**src/rtl/tff_bank.sv**
```systemverilog
// Multi-mode (T/D/JK/SR) flip-flop bank with parallel load, enable, per-bit change flags,
// a saturating change counter and a sticky SR-illegal flag.
module tff_bank #(
  parameter int unsigned      WIDTH   = 8,
  parameter int unsigned      CNT_W   = 16,
  parameter logic [WIDTH-1:0] RST_VAL = '0
) (
  input  logic             clk,
  input  logic             rst,
  input  logic [1:0]       mode,
  input  logic             en,
  input  logic [WIDTH-1:0] a,
  input  logic [WIDTH-1:0] b,
  input  logic             load,
  input  logic [WIDTH-1:0] load_val,
  input  logic             clr_err,
  output logic [WIDTH-1:0] q,
  output logic [WIDTH-1:0] qb,
  output logic [WIDTH-1:0] changed,
  output logic [CNT_W-1:0] chg_cnt,
  output logic             sr_err
);

  typedef enum logic [1:0] {ModeT, ModeD, ModeJk, ModeSr} mode_e;

  logic [WIDTH-1:0] q_d;
  logic [WIDTH-1:0] diff;
  logic             err_set;

  always_comb begin
    q_d     = q;
    err_set = 1'b0;
    if (load) begin
      q_d = load_val;
    end else if (en) begin
      unique case (mode_e'(mode))
        ModeT:  q_d = q ^ a;
        ModeD:  q_d = a;
        ModeJk: q_d = (a & ~q) | (~b & q);
        ModeSr: begin
          // S=R=1 is illegal and holds, same as S=R=0.
          q_d     = (a & ~b) | (q & ~(a ^ b));
          err_set = |(a & b);
        end
      endcase
    end
  end

  assign diff = q_d ^ q;
  assign qb   = ~q;

  always_ff @(posedge clk or posedge rst) begin
    if (rst) begin
      q       <= RST_VAL;
      changed <= '0;
      chg_cnt <= '0;
      sr_err  <= 1'b0;
    end else begin
      q       <= q_d;
      changed <= diff;
      if ((|diff) && !(&chg_cnt)) begin
        chg_cnt <= chg_cnt + 1'b1;
      end
      // A new illegal edge takes priority over a clear in the same cycle.
      if (err_set) begin
        sr_err <= 1'b1;
      end else if (clr_err) begin
        sr_err <= 1'b0;
      end
    end
  end

endmodule
```
**config.mk**
```make
export PLATFORM = sky130hd
export DESIGN_NAME = tff_bank
export DESIGN_NICKNAME = d
export VERILOG_FILES = /design/src/rtl/tff_bank.sv
export SDC_FILE = /design/constraint.sdc
export NUM_CORES = 1
export LEC_CHECK = 0
export CAP_MARGIN = 20
export CELL_PAD_IN_SITES_DETAIL_PLACEMENT = 0
export CELL_PAD_IN_SITES_GLOBAL_PLACEMENT = 1
export CORE_MARGIN = 2
export CORE_UTILIZATION = 36
export DETAILED_ROUTE_END_ITERATION = 8
export GPL_TIMING_DRIVEN = 0
export PLACE_DENSITY_LB_ADDON = 0.1
export SLEW_MARGIN = 10
export SYNTH_ARGS = -nofsm -noshare
export SYNTH_HDL_FRONTEND = slang
export SYNTH_SLANG_ARGS = --single-unit
```
**constraint.sdc**
```tcl
create_clock -name clk -period 3 [get_ports clk]
set_clock_uncertainty 0.05 [all_clocks]
set_input_delay 0.9 -clock clk [delete_from_list [all_inputs] [get_ports clk]]
set_output_delay 0.9 -clock clk [all_outputs]
set_load 0.01 [all_outputs]
```
[Word level (Yosys, flattened, before mapping)]
Cells that the tools add are included.
Widths: inputs -> output; s select.
Cells by class
  mux-type cells: 8
  add/subtract/negate cells: 1
  reduce and logical (&&, ||, !) cells: 7
  equality and inequality tests: 3
  bitwise gates (word level): 13
Operator list (count)
  $and 8x8->8: 5
  $pmux 8 s4: 1
  $not 8->8: 3
  $xor 8x8->8: 3
  $add 16x1->16 const B: 1
  $mux 8: 2
  $or 8x8->8: 2
  $reduce_and 16->1: 1
  $reduce_or 8->1: 2
  $mux 1: 5
  $eq 2x2->1 const B: 2
  $eq 2x1->1 const B: 1
  $logic_not 2->1: 1
  $reduce_bool 2->1: 1
  $logic_and 1x1->1: 1
  $logic_not 1->1: 1
Storage, ports and cells
  output and inout bits: 41
  input bits: 31
  register bits: 33
  logic and storage cells: 36

[Longest topological paths before layout]
  depth after elaboration: 10
  mapped depth: 12
  depth with buffers taken out: 10

[Least setup slack after synthesis]
No wires, ideal clock.
  path type: input -> register
  from: input port b[6]
  to: register chg_cnt[1]
  cell stages on the path: 11
  path buffers: 1
  library setup time: 0.128 ns
  setup slack: -0.460 ns
  data required time: 2.822 ns
  arrival time: 3.282 ns
  cells stage by stage: inv_1 > ha_1 > a21oi_1 > nor2_1 > a211oi_2 > o221ai_2 > or4_1 > or4b_1 > buf_2 > nand2_1 > mux2_1
Between the ends
  cells in the longest elaborated chain, start to end: 10
  elaborated cells between the ends (all ways): 14
  classes of those cells: 3 x mux; 9 x bitwise; 2 x reduce/logical
RTL lines
  from (decl): RTL line 13  | input logic [WIDTH-1:0] b,
  $xor 8x8->8: RTL line 42  | q_d = (a & ~b) | (q & ~(a ^ b));
  $not 8->8: RTL line 42
  $and 8x8->8: RTL line 42
  $or 8x8->8: RTL line 42
  $pmux 8 s4 (*): RTL line 36  | unique case (mode_e'(mode))
  $mux 8 (*): RTL line 35  | end else if (en) begin
  $mux 8 (*): RTL line 33  | if (load) begin
  $xor 8x8->8 (*): RTL line 49  | assign diff = q_d ^ q;
  named net diff[6]: RTL line 27  | logic [WIDTH-1:0] diff;
  $reduce_or 8->1 (*): RTL line 61  | if ((|diff) && !(&chg_cnt)) begin
  $logic_and 1x1->1 (*): RTL line 61
  to (signal assigned): RTL line 62  | chg_cnt <= chg_cnt + 1'b1;
  to (decl): RTL line 20  | output logic [CNT_W-1:0] chg_cnt,
Mark *: on every way through the listed nets, which the timed path passes. The rest lies on a longest branch.
A chain may end at the register's enable or synchronous reset.

[Worst setup path in the final report]
  from: input port mode[0]
  to: register chg_cnt[14]
Between the ends
  cells in the longest elaborated chain, start to end: 7
  elaborated cells between the ends (all ways): 10
  classes of those cells: 3 x eq/ne; 3 x mux; 1 x bitwise; 3 x reduce/logical
RTL lines
  from (decl): RTL line 10  | input logic [1:0] mode,
  $eq 2x2->1, or another cell as far along: RTL line 36
  $pmux 8 s4 (*): RTL line 36
  $mux 8 (*): RTL line 35
  $mux 8 (*): RTL line 33
  $xor 8x8->8 (*): RTL line 49
  named net diff[2]: RTL line 27
  $reduce_or 8->1 (*): RTL line 61
  $logic_and 1x1->1 (*): RTL line 61
Marked as above.

==> metrics.md <==
| Metric | Value |
|---|---|
| Hold Crit Depth | `1` |
| Hold Crit Class | `reg -> reg` |
| Leak | `1.71 nW` |
| Fraction of the mapped netlist area in simple logic gates | `19.8%` |
| Dpl cells | `460` |
| Ys async rst share | `100%` |
| Sequential area share after synthesis | `31.7%` |
| CTS tree | `yes` |
| Drt total wl | `8320 um` |
| Worst-Skew Late Latency | `0.30 ns` |
| DR iter-0 viols | `163` |
| Slew @ Worst Pin | `0.754 ns` |
| Post-synthesis xor/xnor area fraction | `7.39%` |
| Sw Ratio | `35.5%` |
| Setup_tns | `-1.38 ns` |
| Sequential Power Share | `35.0%` |
| Inserted Diodes | `0` |
| Critical path fanouts, max | `7` |
| Worst vdd ir | `0.160 mV` |
| Clock network power share | `19.4%` |
| Via-per-instance ratio | `5.43` |
| Final Cycle Share | `107%` |
| Synth Flop Type | `dfrtp_1` |
| Post-route setup slack | `-0.211 ns` |
| Final cell count without fillers | `493` |
| Net Sw Power | `0.624 mW` |
| Clk sinks | `33` |
| Vias in the first global route | `2632` |
| Synthesized cell area | `2610 um2` |
| Final setup viols | `15` |
| Yosys top cell by area | `dfrtp_1` |
| Final worst path period need | `3.21 ns` |
| RSZ-0062 raised after global routing | `true` |
| EDFF count, synth | `0` |
| FMAX | `311 MHz` |
| Status | `finished with violations` |
| Critical path class | `in -> reg` |
| Post-synth cell types | `53` |
| # hold bufs at CTS | `0` |
| Final HPWL DP | `5350 um` |
| Initial cell density of the core | `36.6%` |
| Root buffer cell | `clkbuf_8` |
| Largest net degree at the start of global routing | `34` |
| Synth Area in Adders | `8.15%` |
| Layout cells sized above 1 | `29.7%` |
| Max Slew Vio Count | `0` |
| Avg WL per Cell | `16.9 um` |
| Total number of vias | `2675` |
| Global-route wire length before repair | `12900 um` |
| 1st-pass router iterations | `4` |
| Synth top area cells | `dfrtp_1 32%, ha_1 8.2%, xnor2_1 4.7%` |
| Number of synthesis warnings | `0` |
| Width of the die | `89.1 um` |
| Clock transition at path regs | `0.07 ns` |
| # IOs | `72` |
| Nets | `441` |
| Violated checks | `setup timing` |
| Worst rel slew slack | `49.7%` |
| R2R cell count | `8` |
| DIE HEIGHT | `89.1 um` |
| Largest family of logic cells by synthesized area | `compound AO/OA/AOI/OAI gates` |
| List of most frequent post-synthesis cells | `33 x dfrtp_1, 29 x nor2_1, 18 x inv_1, 17 x ha_1, 14 x xnor2_1` |
| CP required | `3.13 ns` |
| Post-synth top area share | `31.7%` |
| GR Util All Layers | `21.3%` |
| Total grt overflow | `0` |
| Row cnt | `31` |
| CORE AREA | `7140 um2` |
| P per Cell Area | `437 nW/um2` |
| DRC | `0` |
| Synth Net Count | `339` |
| Critical Path AT | `3.34 ns` |
| Syn avg cell area | `8.96 um2` |
| Final Hold Vio Count | `0` |
| Comb pwr share | `45.6%` |
| Synth-to-layout area growth | `54.2%` |
| Endpoint type of the worst setup path | `register` |
| #FFs+latches synth | `33` |
| Total CTS buffers | `5` |
| Longest Clk Path Bufs | `2` |
| Pint | `1.14 mW` |
| Max-cap violation count | `0` |
| Routability-driven placement congestion ratio | `0.862` |
| Initial antenna violation count | `0` |
| Synth Instances | `291` |
| CTS H-Tree Depth | `2` |
| DIE AREA | `7940 um2` |
| Buffers on Ports | `70` |
| Mux contribution to synthesized area | `2.45%` |
| Compound-Gate Fraction of Synth Area | `23.8%` |
| CP Launch Type | `input port` |
| Top-count cell post-synth | `dfrtp_1` |
| Antenna-violating nets left | `0` |
-- cell type report --
type                    count  area, um2
inverters                  18       72.6
plain buffers              18        120
clock buffers               6       72.6
well taps                  99        124
fillers                   679       3110
clock inverters             2       10.0
flip-flops and latches     33        826
repair buffers             97        928
multi-input cells         220       1870
-- timing repair --
item                                    in CTS  in global routing
buffers inserted                            16                 10
endpoints found under the setup margin      16                 16
resized for setup                          102                 39
pin swaps                                   23                 30
cloned                                       2                  0
-- through the flow --
step | hold slack [ns] | instance area [um2] | setup WS (ns) | total power [mW] | util [%]
finish | 0.449 | 4020 | -0.211 | 1.76 | 56.4
global route | 0.470 | 4020 | -0.245 | 1.88 | 56.4
CTS | 0.448 | 3850 | -0.245 | 1.70 | 54.0
detailed placement | 0.437 | 3500 | -1.15 | 1.30 | 49.0
global placement | 0.432 | 3500 | -1.19 | 1.29 | 49.0
floorplan | 0.468 | 2670 | -0.261 | 0.972 | -
-- placed cells by master (no fill, tap or decap), types with 7 or more instances in the layout --
| master | netlist | routed |
|---|---|---|
| ha_1 | 17 | 12 |
| nor2_1 | 29 | 23 |
| xnor2_1 | 14 | 12 |
| inv_1 | 18 | 13 |
| nand2_1 | 9 | 7 |
| nand3_2 | 4 | 7 |
| dfrtp_1 | 33 | 33 |
| a32oi_1 | 10 | 10 |
| xor2_1 | 8 | 8 |
| clkdlybuf4s50_1 | 0 | 48 |
| nand2b_1 | 13 | 13 |
| o211ai_1 | 11 | 11 |
| o21ai_0 | 11 | 10 |
| buf_6 | 3 | 7 |
| clkbuf_1 | 10 | 10 |
| a21o_1 | 7 | 7 |
| buf_4 | 1 | 25 |
-- cells by family after synthesis --
family	Yosys count
simple gates	93
compound gates	82
buf+inv	38
flops	33
xor+xnor	22
fa+ha+maj	17
mux	6
-- per-layer routing --
layer,vias to the layer above,part of all wire (%),global-route usage (%)
met5,-,0,0
met3,13,3.3,4.25
met1,1324,43,27.3
li1,1268,-,-
met4,0,1.7,8.68
met2,70,52,35.0
-- path summary, 6_finish.rpt --
kind | to | slack [ns] | start
worst max-delay path | chg_cnt[14] | -0.21 | mode[0]
worst min-delay path | chg_cnt[6] | 0.45 | chg_cnt[6]
worst max register to register | chg_cnt[14] | 0.02 | q[5]
worst min register to register | chg_cnt[6] | 0.45 | chg_cnt[6]
max in group asynchronous | changed[7] | 1.40 | rst
min in group asynchronous | q[5] | 1.00 | rst
-- flip-flops by register name, indices dropped and copies added (netlist names) --
| signal | count |
|---|---|
| changed | 8 |
| q | 8 |
| sr_err | 1 |
| chg_cnt | 16 |
-- worst max-delay path, stage by stage --
cell and delay [ns]:
buf_6 0.11, buf_6 0.12, or2_4 0.25, o211ai_1 0.25, o221ai_2 0.17, or4_4 0.51
or4b_4 0.58, nand4_1 0.15, mux2_4 0.30
-- power by group through the flow --
stage | registers, mW | clock network [mW] | logic (mW)
3_3_place_gp | 0.618 | 0 | 0.674
3_5_place_dp | 0.619 | 0 | 0.678
6_report | 0.615 | 0.342 | 0.802
4_1_cts | 0.611 | 0.351 | 0.742
5_1_grt | 0.629 | 0.372 | 0.877
2_1_floorplan | 0.645 | 0 | 0.327
(Power assumes the default switching activity.)
==> RTL change (config.mk and constraints unchanged) <==
`WIDTH`: 8 -> 10.
--- a/src/rtl/tff_bank.sv
+++ b/src/rtl/tff_bank.sv
@@ -1,7 +1,7 @@
 // Multi-mode (T/D/JK/SR) flip-flop bank with parallel load, enable, per-bit change flags,
 // a saturating change counter and a sticky SR-illegal flag.
 module tff_bank #(
-  parameter int unsigned      WIDTH   = 8,
+  parameter int unsigned      WIDTH   = 10,
   parameter int unsigned      CNT_W   = 16,
   parameter logic [WIDTH-1:0] RST_VAL = '0
 ) (
Ports: changed (6 resized); port bits go from 72 to 84. No check against the original RTL was run, so the function may have changed too.
==> RTL change against the original RTL <==
The run still ends with negative setup slack left. Sequential cell count rose by 4. Worst setup slack worse by 0.13 ns. Non-clock buffer count rose by 46. Routed wire length is 32% higher. Core utilization rose by 4.4 points. Design area is 25% higher. Via count is 30% higher. Synthesized area increased by 18%. Power is 19% higher. Die area rose by 17%. Clock power grew 4%. Critical path type unchanged. Highest routed layer unchanged.
==> RTL change: results (changes against the original RTL) <==
metric;value;unit;change
top cells by count, synth;nor2_1 (39), dfrtp_1 (37), inv_1 (32);;
worst hold start;chg_cnt[5];;
R2R depth;9;;+1
met3 WL;614;µm;+120%
detailed placement HPWL;7270;µm;+36%
biggest regs;chg_cnt: 16 flops, changed: 10 flops, q: 10 flops;;
DR vias/cell;5.56;;+2.5%
share of layout cells above drive strength 1;30.5;%;+0.82 points
r2r setup slk;-0.17;ns;-0.19 ns
slowest stage cell, crit path;or4_4;;
Met2 Wirelength;5380;µm;+24%
Max VDD drop;168;µV;+4.9%
Crit Path Max Fanout;10;;+3
worst slew pin tran;0.750;ns;-0.00378 ns
Comb power frac;50.7;%;+5.1 points
P_int;1.31;mW;+15%
Nets;578;;+31%
grt met2 use;39.9;%;+4.9 points
reg2reg start;q[4];;
I/O Buffers;82;;+17%
gr usage total;23.2;%;+1.9 points
Clk power;0.357;mW;+4%
largest net degree at the start of global routing;35;;+2.9%
routing usage on met3;3.41;%;-0.83 points
setup violators final;17;;+2
vias in the first global route;3239;;+23%
Distinct cells, synth;61;;+15%
outcome;finished with violations;;
drt pass-1 iters;6;;+2
synth top area cells;dfrtp_1 (30%), ha_1 (8.5%), xor2_1 (5.1%);;
first-pass GRT wire length;16500;µm;+27%
switch share;37.6;%;+2.1 points
failing checks;negative setup slack;;
CP peak stage delay;0.56;ns;-0.02 ns
post-synthesis sequential area ratio;30.0;%;-1.7 points
DRT iter0 DRCs;164;;+0.61%
end of the worst hold path;chg_cnt[5];;
Final WS setup;-0.345;ns;-0.134 ns
met1 usage in global routing;30.2;%;+2.9 points
-- RTL change: cell types whose count changed after synthesis, moves of 6 or more --
cell,delta
nand2_1,+18
a21oi_1,+15
inv_1,+14
nor2_1,+10
xnor2_1,-10
xor2_1,+10
nor3_1,+8
o211ai_1,-7
o21ai_0,+7
a21o_1,-6
clkbuf_1,+6
o22ai_1,+6
-- RTL change: cells by family after synthesis --
logic type | count (synthesis) | synth area share (%)
mux | 4 | 1.46
fa+ha+maj | 21 | 8.51
buf+inv | 58 | 8.11
compound gates | 105 | 24.1
flops | 37 | 30.0
simple gates | 131 | 21.6
xor+xnor | 22 | 6.24
-- RTL change: final cells by class --
class | count | area (µm²) | share of cell area, %
plain buffers | 24 | 160 | 3.19
clock buffers | 5 | 68.8 | 1.37
clock inverters | 3 | 17.5 | 0.349
inverters | 32 | 130 | 2.59
multi-input cells | 283 | 2300 | 45.9
flip-flops and latches | 37 | 926 | 18.5
well taps | 105 | 131 | 2.62
repair buffers | 137 | 1280 | 25.6
-- RTL change: stage by stage --
stage / hold WS, ns / setup TNS (ns) / cells / setup slack (ns) / cell area, µm²
finish: 0.452 / -4.01 / 626 / -0.345 / 5020
global route: 0.472 / -4.96 / 626 / -0.388 / 5020
CTS: 0.452 / -5.42 / 611 / -0.445 / 4740
detailed placement: 0.436 / -24.72 / 567 / -1.34 / 4170
global placement: 0.428 / -34.28 / 565 / -1.62 / 4130
floorplan: 0.471 / -3.66 / 378 / -0.381 / 3180
-- RTL change: timing repair --
| item | 4_1_cts | 5_1_grt |
|---|---|---|
| hold buffers | 0 | 0 |
| gates resized for setup | 96 | 64 |
| setup endpoints to repair | 25 | 17 |
| pin swaps | 22 | 25 |
| buffers inserted | 37 | 16 |
